==> src/rtl/spi_master_cmd.sv <==
// SPI master for the register-slave bus: one command per cs frame, address byte then Nbit data.
// sclk/mosi/cs come straight from flops; miso is sampled at the end of each sclk high half.
module spi_master_cmd #(
  parameter int Nbit    = 8,
  parameter int CLK_DIV = 4,
  parameter int CS_GAP  = 8
) (
  input  logic            clk,
  input  logic            rst,
  input  logic            cmd_valid,
  output logic            cmd_ready,
  input  logic            cmd_rw,
  input  logic [6:0]      cmd_addr,
  input  logic [Nbit-1:0] cmd_wdata,
  output logic            rsp_valid,
  output logic [Nbit-1:0] rsp_rdata,
  output logic            busy,
  output logic            sclk,
  output logic            mosi,
  input  logic            miso,
  output logic            cs
);

  localparam int FW    = 8 + Nbit;
  localparam int DIV_W = $clog2(CLK_DIV);
  localparam int BIT_W = $clog2(FW);
  localparam int GAP_W = $clog2(CS_GAP);

  localparam logic [DIV_W-1:0] DIV_LAST  = DIV_W'(CLK_DIV - 1);
  localparam logic [BIT_W-1:0] BIT_LAST  = BIT_W'(FW - 1);
  localparam logic [BIT_W-1:0] BIT_DATA0 = BIT_W'(8);
  // The IDLE cycle before the next accept also has cs high, so GAP itself lasts CS_GAP-1 cycles.
  localparam logic [GAP_W-1:0] GAP_LAST  = GAP_W'(CS_GAP - 2);

  localparam logic [1:0] S_IDLE  = 2'd0;
  localparam logic [1:0] S_SHIFT = 2'd1;
  localparam logic [1:0] S_HOLD  = 2'd2;
  localparam logic [1:0] S_GAP   = 2'd3;

  logic [1:0]       r_state;
  logic [DIV_W-1:0] r_div;
  logic [BIT_W-1:0] r_bit;
  logic [GAP_W-1:0] r_gap;
  logic             r_sclk;
  logic             r_mosi;
  logic             r_cs;
  logic             r_rsp_valid;
  logic [Nbit-1:0]  r_rsp_rdata;
  logic [FW-1:0]    r_tx;
  logic [Nbit-1:0]  r_rx;

  logic            w_accept;
  logic            w_half_end;
  logic            w_sample;
  logic            w_advance;
  logic [FW-1:0]   w_frame;

  assign w_accept   = (r_state == S_IDLE) && cmd_valid;
  assign w_half_end = (r_div == DIV_LAST);
  assign w_sample   = (r_state == S_SHIFT) && w_half_end && r_sclk;
  assign w_advance  = w_sample && (r_bit != BIT_LAST);
  assign w_frame    = {cmd_rw, cmd_addr, (cmd_rw ? cmd_wdata : {Nbit{1'b0}})};

  // Control path: FSM, counters and every bus-visible output
  always_ff @(posedge clk) begin
    if (rst) begin
      r_state     <= S_IDLE;
      r_div       <= '0;
      r_bit       <= '0;
      r_gap       <= '0;
      r_sclk      <= 1'b0;
      r_mosi      <= 1'b0;
      r_cs        <= 1'b1;
      r_rsp_valid <= 1'b0;
      r_rsp_rdata <= '0;
    end else begin
      r_rsp_valid <= 1'b0;
      case (r_state)
        S_IDLE: begin
          r_cs   <= 1'b1;
          r_sclk <= 1'b0;
          if (w_accept) begin
            r_state <= S_SHIFT;
            r_cs    <= 1'b0;
            r_mosi  <= w_frame[FW-1];
            r_div   <= '0;
            r_bit   <= '0;
          end
        end
        S_SHIFT: begin
          if (w_half_end) begin
            r_div <= '0;
            if (!r_sclk) begin
              r_sclk <= 1'b1;
            end else if (r_bit == BIT_LAST) begin
              r_sclk  <= 1'b0;
              r_mosi  <= 1'b0;
              r_state <= S_HOLD;
            end else begin
              // mosi only moves together with the falling sclk edge
              r_sclk <= 1'b0;
              r_mosi <= r_tx[FW-1];
              r_bit  <= r_bit + BIT_W'(1);
            end
          end else begin
            r_div <= r_div + DIV_W'(1);
          end
        end
        S_HOLD: begin
          if (w_half_end) begin
            r_div       <= '0;
            r_gap       <= '0;
            r_cs        <= 1'b1;
            r_rsp_valid <= 1'b1;
            r_rsp_rdata <= r_rx;
            r_state     <= S_GAP;
          end else begin
            r_div <= r_div + DIV_W'(1);
          end
        end
        default: begin
          if (r_gap == GAP_LAST) begin
            r_state <= S_IDLE;
          end else begin
            r_gap <= r_gap + GAP_W'(1);
          end
        end
      endcase
    end
  end

  // Data path: transmit and receive shift registers
  always_ff @(posedge clk) begin
    if (w_accept) begin
      r_tx <= {w_frame[FW-2:0], 1'b0};
    end else if (w_advance) begin
      r_tx <= {r_tx[FW-2:0], 1'b0};
    end
    if (w_sample && (r_bit >= BIT_DATA0)) begin
      r_rx <= Nbit'({r_rx, miso});
    end
  end

  assign cmd_ready = (r_state == S_IDLE);
  assign busy      = (r_state != S_IDLE);
  assign sclk      = r_sclk;
  assign mosi      = r_mosi;
  assign cs        = r_cs;
  assign rsp_valid = r_rsp_valid;
  assign rsp_rdata = r_rsp_rdata;

endmodule

==> config.mk <==
export PLATFORM = sky130hd
export DESIGN_NAME = spi_master_cmd
export DESIGN_NICKNAME = d
export VERILOG_FILES = /design/src/rtl/spi_master_cmd.sv
export SDC_FILE = /design/constraint.sdc
export NUM_CORES = 1
export LEC_CHECK = 0
export ABC_AREA = 1
export CAP_MARGIN = 20
export CORE_UTILIZATION = 55
export CTS_CLUSTER_DIAMETER = 100
export DETAILED_ROUTE_END_ITERATION = 7
export GPL_TIMING_DRIVEN = 0
export HOLD_SLACK_MARGIN = 0.03
export PLACE_DENSITY_LB_ADDON = 0.25
export SLEW_MARGIN = 20
export SYNTH_ARGS = -nofsm -noshare
export SYNTH_HDL_FRONTEND = slang
export SYNTH_SLANG_ARGS = --single-unit
==> constraint.sdc <==
create_clock -name clk -period 3.5 [get_ports clk]
set_input_delay 0.35 -clock clk [delete_from_list [all_inputs] [get_ports clk]]
set_output_delay 0.35 -clock clk [all_outputs]
set_load 0.005 [all_outputs]
==> results of run 1 <==
[cells in the final DEF, fill, tap and decap left out, drive strengths merged]
master,instances
inv,27
clkdlybuf4s50,31
or2,1
o211ai,1
nand3b,2
nand3,9
clkinv,3
nand2,63
a21oi,11
nand4,2
dfxtp,23
xnor2,1
o21ai,25
buf,3
clkbuf,8
ha,11
edfxtp,23
nor2,36
and3,1
[per-stage QoR]
stage	hold slack [ns]	total power, uW	std cells	instance area [um2]	setup WS [ns]
6_report	0.314	1910	329	2590	1.46
5_1_grt	0.335	2050	329	2590	1.37
4_1_cts	0.319	1910	329	2590	1.46
3_5_place_dp	0.435	1590	321	2500	1.57
3_3_place_gp	0.428	1550	321	2500	0.698
2_1_floorplan	0.421	1360	242	2130	1.20
[cells by family (layout without fill, tap and decap cells)]
| kind of cell | after synthesis | in the layout | share of synthesized area [%] |
|---|---|---|---|
| compound gates | 37 | 37 | 8.83 |
| buf+inv | 33 | 72 | 6.12 |
| simple gates | 114 | 114 | 24.0 |
| fa+ha+maj | 11 | 11 | 6.47 |
| xor+xnor | 1 | 1 | 0.412 |
| flops | 46 | 46 | 54.1 |
[per-layer routing]
| layer | share of wire [%] | track usage, % |
|---|---|---|
| met1 | 47 | 25.0 |
| met2 | 48 | 37.1 |
| met3 | 2.7 | 5.00 |
| met4 | 1.9 | 8.06 |
| met5 | 0 | 0 |
[state kept, by name, summed over array words and instances, names as in the netlist]
signal     flops
rsp_rdata      8
r_bit          4
r_div          2
r_tx          15
r_rx           8
rsp_valid      1
sclk           1
mosi           1
cs             1
r_state        2
r_gap          3
[power groups by stage]
stage	combinational, uW	sequential (uW)	clock, uW
floorplan	586	771	0
global placement	770	782	0
detailed placement	804	783	0
CTS	811	772	330
global route	916	786	344
finish	809	772	325
[cell type report]
class / instances / area, um2 / share of cell area [%]
buffer: 6 / 27.5 / 1.06
clock buffer: 5 / 68.8 / 2.66
clock inverter: 3 / 20.0 / 0.773
inverter: 27 / 103 / 3.96
multi-input combinational: 163 / 848 / 32.8
sequential: 46 / 1150 / 44.5
tap: 48 / 60.1 / 2.32
timing repair buffer: 31 / 310 / 12.0
[worst paths after layout]
check / to / slack [ns] / start
max: busy / 1.46 / r_state[0]
min: r_bit[2] / 0.31 / rst
min reg2reg: r_rx[4] / 0.45 / r_rx[3]
max reg2reg: r_tx[5] / 1.58 / r_state[1]
[worst max-delay path: stages, from the launching register on]
cell	delay [ns]
dfxtp_1	0.37
inv_1	0.10
ha_1	0.30
inv_2	0.13
clkdlybuf4s50_1	0.50
==> results.tsv, run 1 <==
metric	value	unit
status	finished, final reports clean	
vdd_drop_max	0.553	mV
routed_wl	3.95	mm
max-clock-path-buffers	2	
grt_max_degree	16	
finalClockSkew	0.00672	ns
die_area	0.00412	mm2
tns	0	ns
cts_tree	built	
power.density	736	mW/mm2
worstRegToRegCells	4	
fmax	489	MHz
syn_avg_cell_area	8.78	um2
synthDistinctLibCells	25	
h-tree-depth	2	
post-dp-hpwl	2.91	mm
io_buffers	31	
diodes	0	
drc	0	
cp_max_fo	7	
grt_pass1_vias	1571	
min_period	2.04	ns
io_pins	34	
cts.sinks	46	
fp.coreArea	0.00369	mm2
routed_via_density	5.00	
synth_ff_type	edfxtp_1	
area_growth	21.8	%
drive_gt1_share	8.54	%
nFillCells	306	
netlist_area	0.00213	mm2
fp.dieW	64.2	um
yosys-top-cells-area	edfxtp_1 (32%), dfxtp_1 (22%), nand2_1 (10%)	
p_switching	746	uW
worstSetupPathType	reg -> out	
dr.pass1.iters	4	
fp.dieH	64.2	um
avgRoutedWirePerCell	12.0	um
synth.top_cell.area_share	32.5	%
setup_viol	0	
finalHoldViolations	0	
slew_viol_final	0	
cts_buffers	5	
cts_resized	0	
worst_setup_path_end_kind	output pin	
whs_path_depth	2	
worst_ep_arrival_time	1.69	ns
ys_seq_area_share	54.1	%
rows	22	
p_int	1160	uW
cap_viol_max_count	0	
fin_nets	311	
clk_latency	0.30	ns
pwr-share-seq	40.5	%
power.leakage	0.00109	uW
p_clk_share	17.1	%
utilization	70.2	%
grt_pass1_wl	6.68	mm
pwr-share-comb	42.4	%
antenna_found_initial	0	
gp_congestion	0.883	
worst_slew_pin_slew	0.774	ns
yosys_warnings	0	
synth.most_common_cell	nand2_1	
holdBufCountCts	0	
synthTopCellsByCount	nand2_1 (59), nor2_1 (34), inv_1 (24)	
worst-endpoint-required	3.15	ns
netlist_instances	242	
grt_usage	21.2	%
vias	1645	
grt-ovfl-total	0	
drt-initial-drc-count	134	
clk_pin_slew_worst_paths	0.09	ns
relSlewSlack	48.4	%
syn_nets	273	
async_reset_ff_share	0	%
grt_setup_unrepaired	false	
cts_setup_buffers	0	
fin_crit_sh	58.4	%
critPathLaunchType	register	
drtAntennaViolNets	0	
synth_top_cell_by_area	edfxtp_1	
hp-class	in -> reg	
synth_seq_cells	46	
start_util	57.6	%
p_sw_share	39.1	%
synth_edf_count	23	
cts_root_buf	clkbuf_8	
(Power assumes the default switching activity.)
==> inputs of run 2 (changes only) <==
--- a/config.mk
+++ b/config.mk
@@ -7,7 +7,7 @@
 export LEC_CHECK = 0
 export ABC_AREA = 1
 export CAP_MARGIN = 20
-export CORE_UTILIZATION = 55
+export CORE_UTILIZATION = 53
 export CTS_CLUSTER_DIAMETER = 100
 export DETAILED_ROUTE_END_ITERATION = 7
 export GPL_TIMING_DRIVEN = 0
==> constraint.sdc (replaced) <==
create_clock -name clk -period 1.9 [get_ports clk]
set_input_delay 0.19 -clock clk [delete_from_list [all_inputs] [get_ports clk]]
set_output_delay 0.19 -clock clk [all_outputs]
set_load 0.005 [all_outputs]
==> results.tsv, run 2 (synthesis results as in run 1) <==
metric	value	unit
fp.dieH	65.3	um
critPathLaunchType	register	
drc	0	
p_sw_share	38.5	%
status	finished, final reports clean	
clk_pin_slew_worst_paths	0.09	ns
layout_common_cells	nand2_1 (59), nor2_1 (33), clkdlybuf4s50_1 (31)	
clk_latency	0.30	ns
hp-class	in -> reg	
cts_buffers	5	
finalClockSkew	0.00881	ns
whs_path_depth	2	
post-dp-hpwl	2.72	mm
antenna_found_initial	0	
routed_via_density	4.90	
relSlewSlack	67.3	%
slew_viol_final	0	
grt_pass1_wl	6.11	mm
grt-ovfl-total	0	
grt_pass1_vias	1490	
rrSetupSlack	0.12	ns
cts_root_buf	clkbuf_8	
path_buf_inv	3	
h-tree-depth	2	
final_common_cell	nand2_1	
p_switching	1340	uW
fin_nets	311	
regArea	0.00115	mm2
pwr-share-seq	40.9	%
drive_gt1_share	9.25	%
vias	1611	
worstSetupPathType	reg -> out	
dp_slack	-0.0280	ns
io_buffers	31	
die_area	0.00427	mm2
pwr-share-comb	42.3	%
fp.coreArea	0.00374	mm2
fin_crit_sh	93.8	%
finalHoldViolations	0	
worstRegToRegCells	4	
drtAntennaViolNets	0	
hold_end	r_bit[2]	
cts.sinks	46	
setup_viol	0	
cts_setup_buffers	0	
gp_congestion	0.881	
start_util	56.8	%
largest_register	r_tx	
multi_input_area	861	um2
area_growth	22.4	%
cap_viol_max_count	0	
nFillCells	318	
placed_cells	321	
cts_tree	built	
cp_max_fo	7	
fin_ws	0.118	ns
crit_family	buffers and inverters	
diodes	0	
holdBufCountCts	0	
vdd_drop_max	1.03	mV
avgRoutedWirePerCell	11.4	um
rr_startpoint	r_state[1]	
io_pins	34	
power.leakage	0.00109	uW
r2r_end	r_tx[5]	
slowest_stage	clkdlybuf4s50_1	
worst_ep_arrival_time	1.59	ns
rows	22	
max-clock-path-buffers	2	
drt-initial-drc-count	124	
grt_usage	19.0	%
worst-endpoint-required	1.71	ns
worst_setup_path_end_kind	output pin	
fmax	561	MHz
path_cells	inv_1 > ha_2 > inv_2 > clkdlybuf4s50_1	
power.density	1340	mW/mm2
hold_start	rst	
largest_reg_flops	15	
p_int	2140	uW
fin_cells	329	
grt_max_degree	16	
fp.dieW	65.3	um
worst_slew_pin_slew	0.488	ns
holdWs	0.160	ns
cp_slowest_stage_delay	0.50	ns
min_period	1.78	ns
grt_setup_unrepaired	false	
p_clk_share	16.9	%
routed_wl	3.74	mm
dr.pass1.iters	4	
-- run 2: worst max path at each step --
| stage | from | endpoint | slack, ns | cells after the start |
|---|---|---|---|---|
| 6_report | r_state[0] | busy | 0.12 | 4 |
| 5_1_grt | r_state[1] | r_tx[4] | 0.004 | 4 |
| 4_1_cts | r_state[0] | busy | 0.03 | 4 |
| 3_5_place_dp | r_state[1] | r_tx[3] | -0.03 | 4 |
| 3_3_place_gp | r_state[1] | r_tx[2] | -0.02 | 4 |
| 2_1_floorplan | r_state[1] | r_tx[10] | 0.25 | 4 |
-- run 2: power groups by stage --
stage                     combinational [uW]  clock [uW]  sequential [uW]
after global routing                    1660         634             1450
after global placement                  1430           0             1440
final                                   1470         587             1420
after floorplan                         1080           0             1420
after CTS                               1470         594             1420
after detailed placement                1450           0             1440
-- run 2: layout make-up --
class	count	share of cell area (%)
sequential	46	44.2
multi-input combinational	163	33.1
timing repair buffer	31	11.9
inverter	27	3.94
clock buffer	5	2.64
tap	48	2.31
buffer	6	1.06
clock inverter	3	0.817
-- run 2: what timing repair did --
| item | 4_1_cts | 5_1_grt |
|---|---|---|
| setup endpoints to repair | 15 | 9 |
| gates resized for setup | 1 | 2 |
| pin swaps | 0 | 1 |
-- run 2: metrics by stage --
stage,total power (uW),util [%],instance area (um2),setup TNS [ns]
floorplan,2500,-,2130,0
global placement,2860,66.8,2500,-0.253
detailed placement,2890,66.8,2500,-0.416
CTS,3480,69.4,2600,0
global route,3740,69.5,2600,0
finish,3480,69.5,2600,0
-- run 2: layer usage --
| layer | wire (um) | up-vias | GRT usage (%) |
|---|---|---|---|
| li1 | - | 857 | - |
| met1 | 1800 | 724 | 23.1 |
| met2 | 1740 | 26 | 31.7 |
| met3 | 160 | 4 | 4.86 |
| met4 | 40 | 0 | 8.15 |
| met5 | 0 | - | 0 |
==> inputs of run 3 (changes only) <==
--- a/config.mk
+++ b/config.mk
@@ -6,7 +6,6 @@
 export NUM_CORES = 1
 export LEC_CHECK = 0
 export ABC_AREA = 1
-export CAP_MARGIN = 20
 export CORE_UTILIZATION = 53
 export CTS_CLUSTER_DIAMETER = 100
 export DETAILED_ROUTE_END_ITERATION = 7
==> constraint.sdc (replaced) <==
create_clock -name clk -period 1.9 [get_ports clk]
set_input_delay 0.19 -clock clk [delete_from_list [all_inputs] [get_ports clk]]
set_output_delay 0.19 -clock clk [all_outputs]
set_load 0.05 [all_outputs]
==> results.tsv, run 3 (synthesis results as in run 1) <==
metric	value	unit
status	finished, final reports clean	
hp-class	in -> reg	
drtAntennaViolNets	0	
crit_family	buffers and inverters	
whs_path_depth	2	
cts_buffers	5	
layout_common_cells	nand2_1 (59), nor2_1 (33), clkdlybuf4s50_1 (29)	
hold_end	r_bit[2]	
grt-ovfl-total	0	
max-clock-path-buffers	2	
grt_max_degree	16	
p_sw_share	41.3	%
fin_crit_sh	93.0	%
r2r_end	r_rx[0]	
cts_tree	built	
fp.dieH	65.3	um
utilization	70.5	%
drive_gt1_share	9.93	%
grt_pass1_vias	1546	
rr_startpoint	r_state[1]	
dr.pass1.iters	4	
cp_slowest_stage_delay	0.54	ns
clk_latency	0.31	ns
hold_start	rst	
worst_setup_path_end_kind	output pin	
h-tree-depth	2	
rrSetupSlack	0.22	ns
worst-endpoint-required	1.71	ns
path_cells	inv_1 > ha_2 > dlygate4sd2_1	
gp_congestion	0.866	
vdd_drop_max	1.12	mV
vias	1653	
finalClockSkew	0.00884	ns
p_clk_share	18.8	%
area_growth	24.1	%
largest_reg_flops	15	
rows	22	
slew_viol_final	0	
cap_viol_max_count	0	
nFillCells	301	
relSlewSlack	65.5	%
critPathLaunchType	register	
clk_pin_slew_worst_paths	0.09	ns
drc	0	
fp.dieW	65.3	um
io_pins	34	
power.density	1480	mW/mm2
post-dp-hpwl	2.95	mm
fin_ws	0.133	ns
worst_ep_arrival_time	1.58	ns
fin_nets	312	
cts_root_buf	clkbuf_8	
grt_pass1_wl	6.86	mm
io_buffers	31	
tns	0	ns
final_area	0.00264	mm2
grt_setup_unrepaired	false	
holdWs	0.158	ns
final_common_cell	nand2_1	
path_buf_inv	2	
largest_register	r_tx	
setup_viol	0	
start_util	56.8	%
drt-initial-drc-count	131	
placed_area	0.00250	mm2
avgRoutedWirePerCell	12.0	um
cts.sinks	46	
power.leakage	0.00111	uW
diodes	0	
worst_slew_pin_slew	0.516	ns
dp_slack	-0.0764	ns
routed_via_density	5.01	
min_period	1.77	ns
antenna_found_initial	0	
fp.coreArea	0.00374	mm2
pwr-share-comb	44.6	%
slowest_stage	dlygate4sd2_1	
pwr-share-seq	36.6	%
worstRegToRegCells	4	
cp_max_fo	7	
startpoint	r_state[0]	
p_switching	1610	uW
fmax	566	MHz
worstSetupPathType	reg -> out	
finalHoldViolations	0	
p_int	2290	uW
grt_usage	21.5	%
die_area	0.00427	mm2
routed_wl	3.95	mm
## run 3: cell types whose count changed in the layout (fill, tap and decap cells not counted)
cell	delta
clkbuf_2	+1
clkinv_4	-1
buf_12	+1
bufinv_16	+1
dlygate4sd2_1	+1
clkdlybuf4s50_1	-2
inv_6	+1
clkinvlp_4	-1
## run 3: power by group through the flow
stage | clock (uW) | combinational [uW] | sequential, uW
CTS | 739 | 1700 | 1430
floorplan | 0 | 1210 | 1510
global route | 783 | 1930 | 1450
detailed placement | 0 | 1700 | 1450
global placement | 0 | 1640 | 1440
finish | 731 | 1740 | 1430
## run 3: repair_timing
item | CTS | global route
resized for setup | 3 | 3
endpoints found under the setup margin | 17 | 24
cloned | 0 | 0
hold buffers | 0 | 0
pin swaps | 0 | 1
setup buffers | 0 | 1
## run 3: routing by layer
layer  part of all wire, %  track usage, %  vias up
met5                     0               0        -
met4                   2.0            5.71        0
met3                   3.0            7.29        8
met2                    48            34.9       24
met1                    47            27.2      763
li1                      -               -      858
## run 3: layout make-up
cell class	count	area [um2]	share of cell area, %
Buffer	6	27.5	1.04
Clock buffer	5	68.8	2.61
Clock inverter	3	43.8	1.66
Inverter	27	103	3.89
Multi-Input combinational cell	163	861	32.6
Sequential cell	46	1150	43.6
Tap cell	48	60.1	2.28
Timing Repair Buffer	32	324	12.3
## run 3: how the worst max path moves through the flow
stage          slack (ns)   endpoint  cells after the start
2_1_floorplan        0.11   r_tx[10]                      5
3_3_place_gp        -0.03    r_tx[2]                      4
3_5_place_dp        -0.08    r_tx[2]                      4
4_1_cts             0.007    r_rx[0]                      4
5_1_grt              0.01    r_rx[0]                      4
6_report             0.13  cmd_ready                      3
## run 3: through the flow
step / std cells / power [uW]
final: 330 / 3890
after global routing: 330 / 4160
after CTS: 329 / 3870
after detailed placement: 321 / 3150
after global placement: 321 / 3080
after floorplan: 242 / 2720
